`src/rtl/resilient_stage_ctrl_pkg.sv`:
```
// resilient_pkg: shared types and helpers for the resilient stage controller.
//   state_e  - controller FSM states
//   Def*     - default parameter values
//   sat_inc  - saturating increment for counters up to 32 bits wide
package resilient_pkg;

  localparam int unsigned DefWidth   = 32;
  localparam int unsigned DefNumErr  = 2;
  localparam int unsigned DefWindow  = 2;
  localparam int unsigned DefPenalty = 1;
  localparam int unsigned DefCorrect = 1;
  localparam int unsigned DefCntW    = 8;

  typedef enum logic [2:0] {
    StIdle,
    StWindow,
    StRecover,
    StSend,
    StRtz
  } state_e;

  // Increment val, but never beyond 2^width - 1.
  function automatic logic [31:0] sat_inc(input logic [31:0] val, input int unsigned width);
    logic [31:0] max_val;
    max_val = (width >= 32) ? 32'hFFFF_FFFF : ((32'd1 << width) - 32'd1);
    return (val >= max_val) ? max_val : val + 32'd1;
  endfunction

endpackage

```
`src/rtl/resilient_stage_ctrl_if.sv`:
```
// resilient_stage_ctrl_if: handshake, data and error-monitor signals of one stage.
//   Lreq/Lack/Ldata  - left 4-phase channel (Lreq, Ldata driven by the left peer)
//   Rreq/Rack/Rdata  - right 4-phase channel (Rack driven by the right peer)
//   Err              - error-detector flags
//   sample/err_evt/err_cnt - window-open, error-event pulse, saturating error count
// master: environment side; slave: the stage controller.
interface resilient_stage_ctrl_if
  import resilient_pkg::*;
#(
  parameter int unsigned WIDTH   = DefWidth,
  parameter int unsigned NUM_ERR = DefNumErr,
  parameter int unsigned CNT_W   = DefCntW
) ();

  logic               Lreq;
  logic               Lack;
  logic [WIDTH-1:0]   Ldata;
  logic               Rreq;
  logic               Rack;
  logic [WIDTH-1:0]   Rdata;
  logic [NUM_ERR-1:0] Err;
  logic               sample;
  logic               err_evt;
  logic [CNT_W-1:0]   err_cnt;

  modport master (
    output Lreq, Ldata, Rack, Err,
    input  Lack, Rreq, Rdata, sample, err_evt, err_cnt
  );

  modport slave (
    input  Lreq, Ldata, Rack, Err,
    output Lack, Rreq, Rdata, sample, err_evt, err_cnt
  );

endinterface

```
`src/rtl/resilient_stage_ctrl_err_window.sv`:
```
// err_window: sample-window timing and error bookkeeping.
//   clk, rst     - clock, synchronous active-high reset
//   i_start      - token captured this cycle; restarts the window
//   i_active     - controller is in its window state
//   i_err        - error-detector flags
//   o_sample     - window open (detectors being sampled)
//   o_done       - last cycle of the window state
//   o_err_seen   - an error has been seen in this window (incl. this cycle)
//   o_err_evt    - one-cycle pulse after the window exit when an error was seen
//   o_err_cnt    - saturating count of error events
module err_window
  import resilient_pkg::*;
#(
  parameter int unsigned WINDOW  = DefWindow,
  parameter int unsigned NUM_ERR = DefNumErr,
  parameter int unsigned CNT_W   = DefCntW
) (
  input  logic               clk,
  input  logic               rst,
  input  logic               i_start,
  input  logic               i_active,
  input  logic [NUM_ERR-1:0] i_err,
  output logic               o_sample,
  output logic               o_done,
  output logic               o_err_seen,
  output logic               o_err_evt,
  output logic [CNT_W-1:0]   o_err_cnt
);

  localparam int unsigned CW = $clog2(WINDOW + 1);
  localparam logic [CW-1:0] LastCnt = CW'(WINDOW);

  logic [CW-1:0]    r_cnt, w_cnt_next;
  logic             r_err, w_err_next;
  logic             r_evt, w_evt_next;
  logic [CNT_W-1:0] r_err_cnt, w_err_cnt_next;
  logic             w_err_now;

  // Count 0 is the cycle right after capture, while the captured data settles;
  // detectors are sampled on counts 1..WINDOW.
  assign o_sample   = i_active && (r_cnt != '0);
  assign o_done     = i_active && (r_cnt == LastCnt);
  assign w_err_now  = o_sample && (|i_err);
  assign o_err_seen = r_err || w_err_now;

  always_comb begin
    w_cnt_next     = r_cnt;
    w_err_next     = r_err;
    w_evt_next     = 1'b0;
    w_err_cnt_next = r_err_cnt;
    if (i_start) begin
      w_cnt_next = '0;
      w_err_next = 1'b0;
    end else if (i_active) begin
      if (!o_done) w_cnt_next = r_cnt + CW'(1);
      if (w_err_now) w_err_next = 1'b1;
    end
    if (o_done && o_err_seen) begin
      w_evt_next     = 1'b1;
      w_err_cnt_next = CNT_W'(sat_inc(32'(r_err_cnt), CNT_W));
    end
  end

  always_ff @(posedge clk) begin
    if (rst) begin
      r_cnt     <= '0;
      r_err     <= 1'b0;
      r_evt     <= 1'b0;
      r_err_cnt <= '0;
    end else begin
      r_cnt     <= w_cnt_next;
      r_err     <= w_err_next;
      r_evt     <= w_evt_next;
      r_err_cnt <= w_err_cnt_next;
    end
  end

  assign o_err_evt = r_evt;
  assign o_err_cnt = r_err_cnt;

endmodule

```
`src/rtl/resilient_stage_ctrl.sv`:
```
// resilient_stage_ctrl: one timing-resilient pipeline stage.
//   clk, rst - clock, synchronous active-high reset
//   bus      - slave side of resilient_stage_ctrl_if (left/right 4-phase
//              handshakes, error flags, window/error status)
// A token is captured into the main register, error detectors are watched over
// the sample window and a shadow copy is taken at its end. On error the stage
// either replays from the shadow after a stall (CORRECT=1) or only reports it.
module resilient_stage_ctrl
  import resilient_pkg::*;
#(
  parameter int unsigned WIDTH   = DefWidth,
  parameter int unsigned NUM_ERR = DefNumErr,
  parameter int unsigned WINDOW  = DefWindow,
  parameter int unsigned PENALTY = DefPenalty,
  parameter int unsigned CORRECT = DefCorrect,
  parameter int unsigned CNT_W   = DefCntW
) (
  input logic                 clk,
  input logic                 rst,
  resilient_stage_ctrl_if.slave bus
);

  localparam int unsigned PW = (PENALTY > 1) ? $clog2(PENALTY) : 1;
  localparam logic [PW-1:0] PenLast = PW'(PENALTY - 1);

  state_e           r_state, w_state_next;
  logic [WIDTH-1:0] r_main, w_main_next;
  logic [WIDTH-1:0] r_shadow, w_shadow_next;
  logic             r_lack, w_lack_next;
  logic             r_rreq, w_rreq_next;
  logic [PW-1:0]    r_pen, w_pen_next;
  logic             w_capture, w_in_window, w_send_enter;
  logic             w_sample, w_win_done, w_err_seen, w_err_evt;
  logic [CNT_W-1:0] w_err_cnt;

  // New capture only once both handshakes are back at zero.
  assign w_capture   = (r_state == StIdle) && bus.Lreq && !r_lack && !r_rreq && !bus.Rack;
  assign w_in_window = (r_state == StWindow);

  err_window #(
    .WINDOW  (WINDOW),
    .NUM_ERR (NUM_ERR),
    .CNT_W   (CNT_W)
  ) u_err_window (
    .clk        (clk),
    .rst        (rst),
    .i_start    (w_capture),
    .i_active   (w_in_window),
    .i_err      (bus.Err),
    .o_sample   (w_sample),
    .o_done     (w_win_done),
    .o_err_seen (w_err_seen),
    .o_err_evt  (w_err_evt),
    .o_err_cnt  (w_err_cnt)
  );

  always_comb begin
    w_state_next  = r_state;
    w_main_next   = r_main;
    w_shadow_next = r_shadow;
    w_rreq_next   = r_rreq;
    w_pen_next    = r_pen;
    w_send_enter  = 1'b0;
    unique case (r_state)
      StIdle: begin
        if (w_capture) begin
          w_state_next = StWindow;
          w_main_next  = bus.Ldata;
        end
      end
      StWindow: begin
        if (w_win_done) begin
          w_shadow_next = bus.Ldata;
          if (w_err_seen && (CORRECT != 0)) begin
            w_state_next = StRecover;
            w_pen_next   = '0;
          end else begin
            w_state_next = StSend;
            w_send_enter = 1'b1;
          end
        end
      end
      StRecover: begin
        if (r_pen == PenLast) begin
          w_state_next = StSend;
          w_main_next  = r_shadow;
          w_send_enter = 1'b1;
        end else begin
          w_pen_next = r_pen + PW'(1);
        end
      end
      StSend: begin
        if (bus.Rack) begin
          w_state_next = StRtz;
          w_rreq_next  = 1'b0;
        end
      end
      StRtz: begin
        if (!bus.Rack) w_state_next = StIdle;
      end
      default: w_state_next = StIdle;
    endcase
    if (w_send_enter) w_rreq_next = 1'b1;
    // Lack drops as soon as the left peer withdraws Lreq, whatever the state.
    if (r_lack && !bus.Lreq) w_lack_next = 1'b0;
    else if (w_send_enter)   w_lack_next = 1'b1;
    else                     w_lack_next = r_lack;
  end

  always_ff @(posedge clk) begin
    if (rst) begin
      r_state  <= StIdle;
      r_main   <= '0;
      r_shadow <= '0;
      r_lack   <= 1'b0;
      r_rreq   <= 1'b0;
      r_pen    <= '0;
    end else begin
      r_state  <= w_state_next;
      r_main   <= w_main_next;
      r_shadow <= w_shadow_next;
      r_lack   <= w_lack_next;
      r_rreq   <= w_rreq_next;
      r_pen    <= w_pen_next;
    end
  end

  assign bus.Lack    = r_lack;
  assign bus.Rreq    = r_rreq;
  assign bus.Rdata   = r_main;
  assign bus.sample  = w_sample;
  assign bus.err_evt = w_err_evt;
  assign bus.err_cnt = w_err_cnt;

endmodule

```
`src/flat_wrapper.sv`:
```
// flat-port wrapper written by rule: the top's interface ports become plain ports
module resilient_stage_ctrl_flat import resilient_pkg::*;
#(
  parameter int unsigned WIDTH   = DefWidth,
  parameter int unsigned NUM_ERR = DefNumErr,
  parameter int unsigned WINDOW  = DefWindow,
  parameter int unsigned PENALTY = DefPenalty,
  parameter int unsigned CORRECT = DefCorrect,
  parameter int unsigned CNT_W   = DefCntW
)
  (clk, rst, bus_Lreq, bus_Ldata, bus_Rack, bus_Err, bus_Lack, bus_Rreq, bus_Rdata, bus_sample, bus_err_evt, bus_err_cnt);
  resilient_stage_ctrl_if #(.WIDTH(WIDTH), .NUM_ERR(NUM_ERR), .CNT_W(CNT_W)) bus_i ();
  input logic clk;
  input logic rst;
  input wire logic [$bits(bus_i.Lreq)-1:0] bus_Lreq;
  input wire logic [$bits(bus_i.Ldata)-1:0] bus_Ldata;
  input wire logic [$bits(bus_i.Rack)-1:0] bus_Rack;
  input wire logic [$bits(bus_i.Err)-1:0] bus_Err;
  output wire logic [$bits(bus_i.Lack)-1:0] bus_Lack;
  output wire logic [$bits(bus_i.Rreq)-1:0] bus_Rreq;
  output wire logic [$bits(bus_i.Rdata)-1:0] bus_Rdata;
  output wire logic [$bits(bus_i.sample)-1:0] bus_sample;
  output wire logic [$bits(bus_i.err_evt)-1:0] bus_err_evt;
  output wire logic [$bits(bus_i.err_cnt)-1:0] bus_err_cnt;
  assign bus_i.Lreq = bus_Lreq;
  assign bus_i.Ldata = bus_Ldata;
  assign bus_i.Rack = bus_Rack;
  assign bus_i.Err = bus_Err;
  assign bus_Lack = bus_i.Lack;
  assign bus_Rreq = bus_i.Rreq;
  assign bus_Rdata = bus_i.Rdata;
  assign bus_sample = bus_i.sample;
  assign bus_err_evt = bus_i.err_evt;
  assign bus_err_cnt = bus_i.err_cnt;
  resilient_stage_ctrl #(.WIDTH(WIDTH), .NUM_ERR(NUM_ERR), .WINDOW(WINDOW), .PENALTY(PENALTY), .CORRECT(CORRECT), .CNT_W(CNT_W)) u_core (.clk(clk), .rst(rst), .bus(bus_i));
endmodule
```
`config.mk`:
```
export PLATFORM = sky130hd
export DESIGN_NAME = resilient_stage_ctrl_flat
export DESIGN_NICKNAME = d
export VERILOG_FILES = /design/src/rtl/resilient_stage_ctrl_pkg.sv /design/src/rtl/resilient_stage_ctrl_if.sv /design/src/rtl/resilient_stage_ctrl_err_window.sv /design/src/rtl/resilient_stage_ctrl.sv /design/src/flat_wrapper.sv
export SDC_FILE = /design/constraint.sdc
export NUM_CORES = 1
export LEC_CHECK = 0
export ABC_AREA = 1
export CAP_MARGIN = 30
export CORE_UTILIZATION = 35
export CTS_BUF_LIST = sky130_fd_sc_hd__clkbuf_4
export DETAILED_ROUTE_END_ITERATION = 6
export SLEW_MARGIN = 20
export SYNTH_ARGS = -nofsm -noshare
export SYNTH_HDL_FRONTEND = slang
export SYNTH_HIERARCHICAL = 1
export SYNTH_SLANG_ARGS = --single-unit
```
`constraint.sdc`:
```
create_clock -name clk -period 1.9 [get_ports clk]
set_clock_uncertainty 0.05 [all_clocks]
set_input_delay 0.285 -clock clk [delete_from_list [all_inputs] [get_ports clk]]
set_output_delay 0.285 -clock clk [all_outputs]
set_load 0.02 [all_outputs]
```
==> metrics <==
run status finished clean; die area around 11000 sq um; mux cell area share after synthesis 0%; clock sink total around 80; crit-path max FO 6; CP Capture Type primary output; CTS Hold Bufs 0; number of global-route vias before repair approximately 3000; Setup Crit Path Kind flip-flop to primary output; largest family of logic cells by synthesized area simple AND/OR/NAND/NOR gates; Synth Area in Adders under 10%; leakage ~0.0018 uW; Logic pwr share 28.4%; Synth Area per Inst just over 7 sq um; DRC viols 0; HPWL after DPL 5.95 mm; # setup viols final 0; Final Hold Viols 0; core area approximately 10000 sq um; DR vias 3373; # H-tree levels 3; largest net degree at the start of global routing 65; Netlist cell types 32; total power ~4300 uW; worst vdd ir between 0.3 and 0.4 mV; I/O pins 82; family with the most delay on the worst path buffers and inverters; Initial DRT Pass Iterations 4; DIE HEIGHT between 100 and 150 um; Root Buffer clkbuf_4; Reg power frac around 45%; Area growth syn-to-layout 30.3%; max incr delay on CP around 640 ps; clock group share of total power 26.3%; Compound-Gate Fraction of Synth Area approximately 22%; post-synthesis cell count around 500; Seq cells post-synth slightly above 80; Final period util approximately 96%; Die Width approximately 100 um; Pwr per Cell Area 899 nW/um^2; Reg clk slew, reported paths 130 ps; Max Transition Viols Final 0; WP buf/inv 1; Worst Path Required approximately 1600 ps; global route overflow 0; Placer Congestion between 0.7 and 0.8; Net Switching between 1000 and 1500 uW; Nets 620; GRT Overall Usage 16.0%; n_diodes 0; CTS Buf Count 9; row cnt 36; simple-gate portion of the synthesized area a little over a fifth; final setup TNS 0 ps; CP Launch Type flip-flop; Relative slew margins between 70% and 80%; drt initial violations 94; top achievable clock speed 0.548 GHz; sequential share of the synthesized area 44.4%; Slowest cell on crit path clkdlybuf4s50_1; Critical Path, Cell by Cell clkdlybuf4s50_1; Cell Int Power 2920 uW; Initial Util a little under two fifths; syn nets 544; unrepaired setup endpoints after global routing no; Critical Path AT around 1500 ps; Synthesis Warnings 6; # port buffers 81; Mapped Area roughly 3700 sq um; first-pass GRT wire length ~14 mm; Worst-Margin Slew between 300 and 400 ps; routed length per instance roughly 12 um; clk_lat worst skew between 400 and 500 ps; total of max-cap violations 0; Hold Path Class input pin to flip-flop; min Tclk post-route about 1800 ps; switching share of total power a little under a third; Routed Antenna Nets 0; initial antenna violation count 0; share of layout cells above drive strength 1 approximately a tenth; overall routed net length 8.63 mm; CTS tree done; routed vias/inst approximately 4.7; maximum clock path buffer count 2; xor and xnor area share after synthesis 0.240%
[registers in the layout, indices dropped and copies added (netlist names)]
name,flops
u_core/bus.Rdata,32
u_core/r_shadow,32
u_core/u_err_window/o_err_cnt,8
u_core/r_state,3
u_core/u_err_window/r_cnt,2
u_core/bus.Lack,1
u_core/bus.Rreq,1
u_core/u_err_window/o_err_evt,1
u_core/u_err_window/r_err,1
[kinds of logic (layout without fill, tap and decap cells)]
kind of cell    Yosys count  after routing
compound gates          150            150
xor+xnor                  1              1
buf+inv                  90            171
flops                    81             81
simple gates            178            178
fa+ha+maj                 3              3
[final timing paths]
kind | start | to | slack, ps | cells past startpoint
setup / recovery | u_core/u_err_window/o_err_cnt[5]$_SDFFE_PP0P_ | bus_err_cnt[5] | 80 | 1
hold / removal | rst | u_core/bus.Rdata[24]$_SDFFE_PP0P_ | 120 | 2
setup reg to reg | u_core/r_state[2]$_SDFFE_PP0P_ | u_core/r_shadow[19]$_SDFFE_PP0P_ | 170 | 9
hold reg to reg | u_core/r_shadow[24]$_SDFFE_PP0P_ | u_core/r_shadow[24]$_SDFFE_PP0P_ | 400 | 2
[cell usage after synthesis, drive strengths merged]
cell type | instances | area [sq um]
nand3b | 2 | 15.0
a21oi | 77 | 412
clkinv | 1 | 3.75
nor2 | 18 | 80.1
ha | 3 | 37.5
dfxtp | 81 | 1620
o21ai | 69 | 349
xnor2 | 1 | 8.76
nor3 | 1 | 5.00
nand2 | 111 | 437
a31oi | 2 | 12.5
nand3 | 43 | 233
buf | 21 | 153
inv | 59 | 221
nand4 | 1 | 6.26
a211oi | 2 | 15.0
clkbuf | 9 | 33.8
or2 | 2 | 12.5
[per-stage QoR]
stage                     instances  setup slack, ps  hold WS (ps)  instance area (sq um)  util [%]
after global routing            717             5.90           125                   4760      47.9
after CTS                       716             12.7           104                   4740      47.6
final                           717             75.6           116                   4760      47.9
after global placement          700              177           381                   4580      46.0
after detailed placement        700              110           386                   4580      46.0
after floorplan                 503              170           374                   3660         -
[routing by layer]
metal  global-route usage [%]  vias to the layer above  wire [um]
li1                         -                     1791          -
met1                     20.2                     1494       4100
met2                     26.9                       75       4100
met3                     2.32                       13        273
met4                     7.04                        0        159
met5                        0                        -          0
[final cells by class]
class                   instances  area (sq um)
repair buffers                 95           958
multi-input cells             332          1630
clock buffers                  10          75.1
flip-flops and latches         81          1620
inverters                      60           225
fillers                      1014          5190
clock inverters                 6          82.6
well taps                     133           166
[repair_timing]
item	in CTS	in global routing
resized for setup	3	4
setup buffers	0	1
setup endpoints to repair	1	34
[power groups by stage]
stage | Clock, uW | Combinational (uW) | Sequential (uW)
4_1_cts | 1170 | 1190 | 1940
3_5_place_dp | 0 | 1190 | 1980
2_1_floorplan | 0 | 625 | 2080
3_3_place_gp | 0 | 1170 | 1970
6_report | 1130 | 1210 | 1940
5_1_grt | 1230 | 1340 | 1960
[layout by cell type (no fill, tap or decap), types with 2 or more instances in the layout]
cell type / n
a211oi_1: 2
a21oi_1: 72
a21oi_2: 4
a31oi_1: 2
buf_12: 4
buf_2: 2
buf_4: 10
bufinv_16: 2
clkbuf_4: 10
clkdlybuf4s50_1: 78
clkinv_1: 2
clkinv_2: 2
dfxtp_1: 81
ha_1: 3
inv_1: 52
inv_2: 7
nand2_1: 105
nand2_2: 5
nand3_1: 41
nand3b_1: 2
nor2_1: 14
nor2_2: 3
o21ai_0: 65
o21ai_1: 3
(Power assumes the default switching activity.)
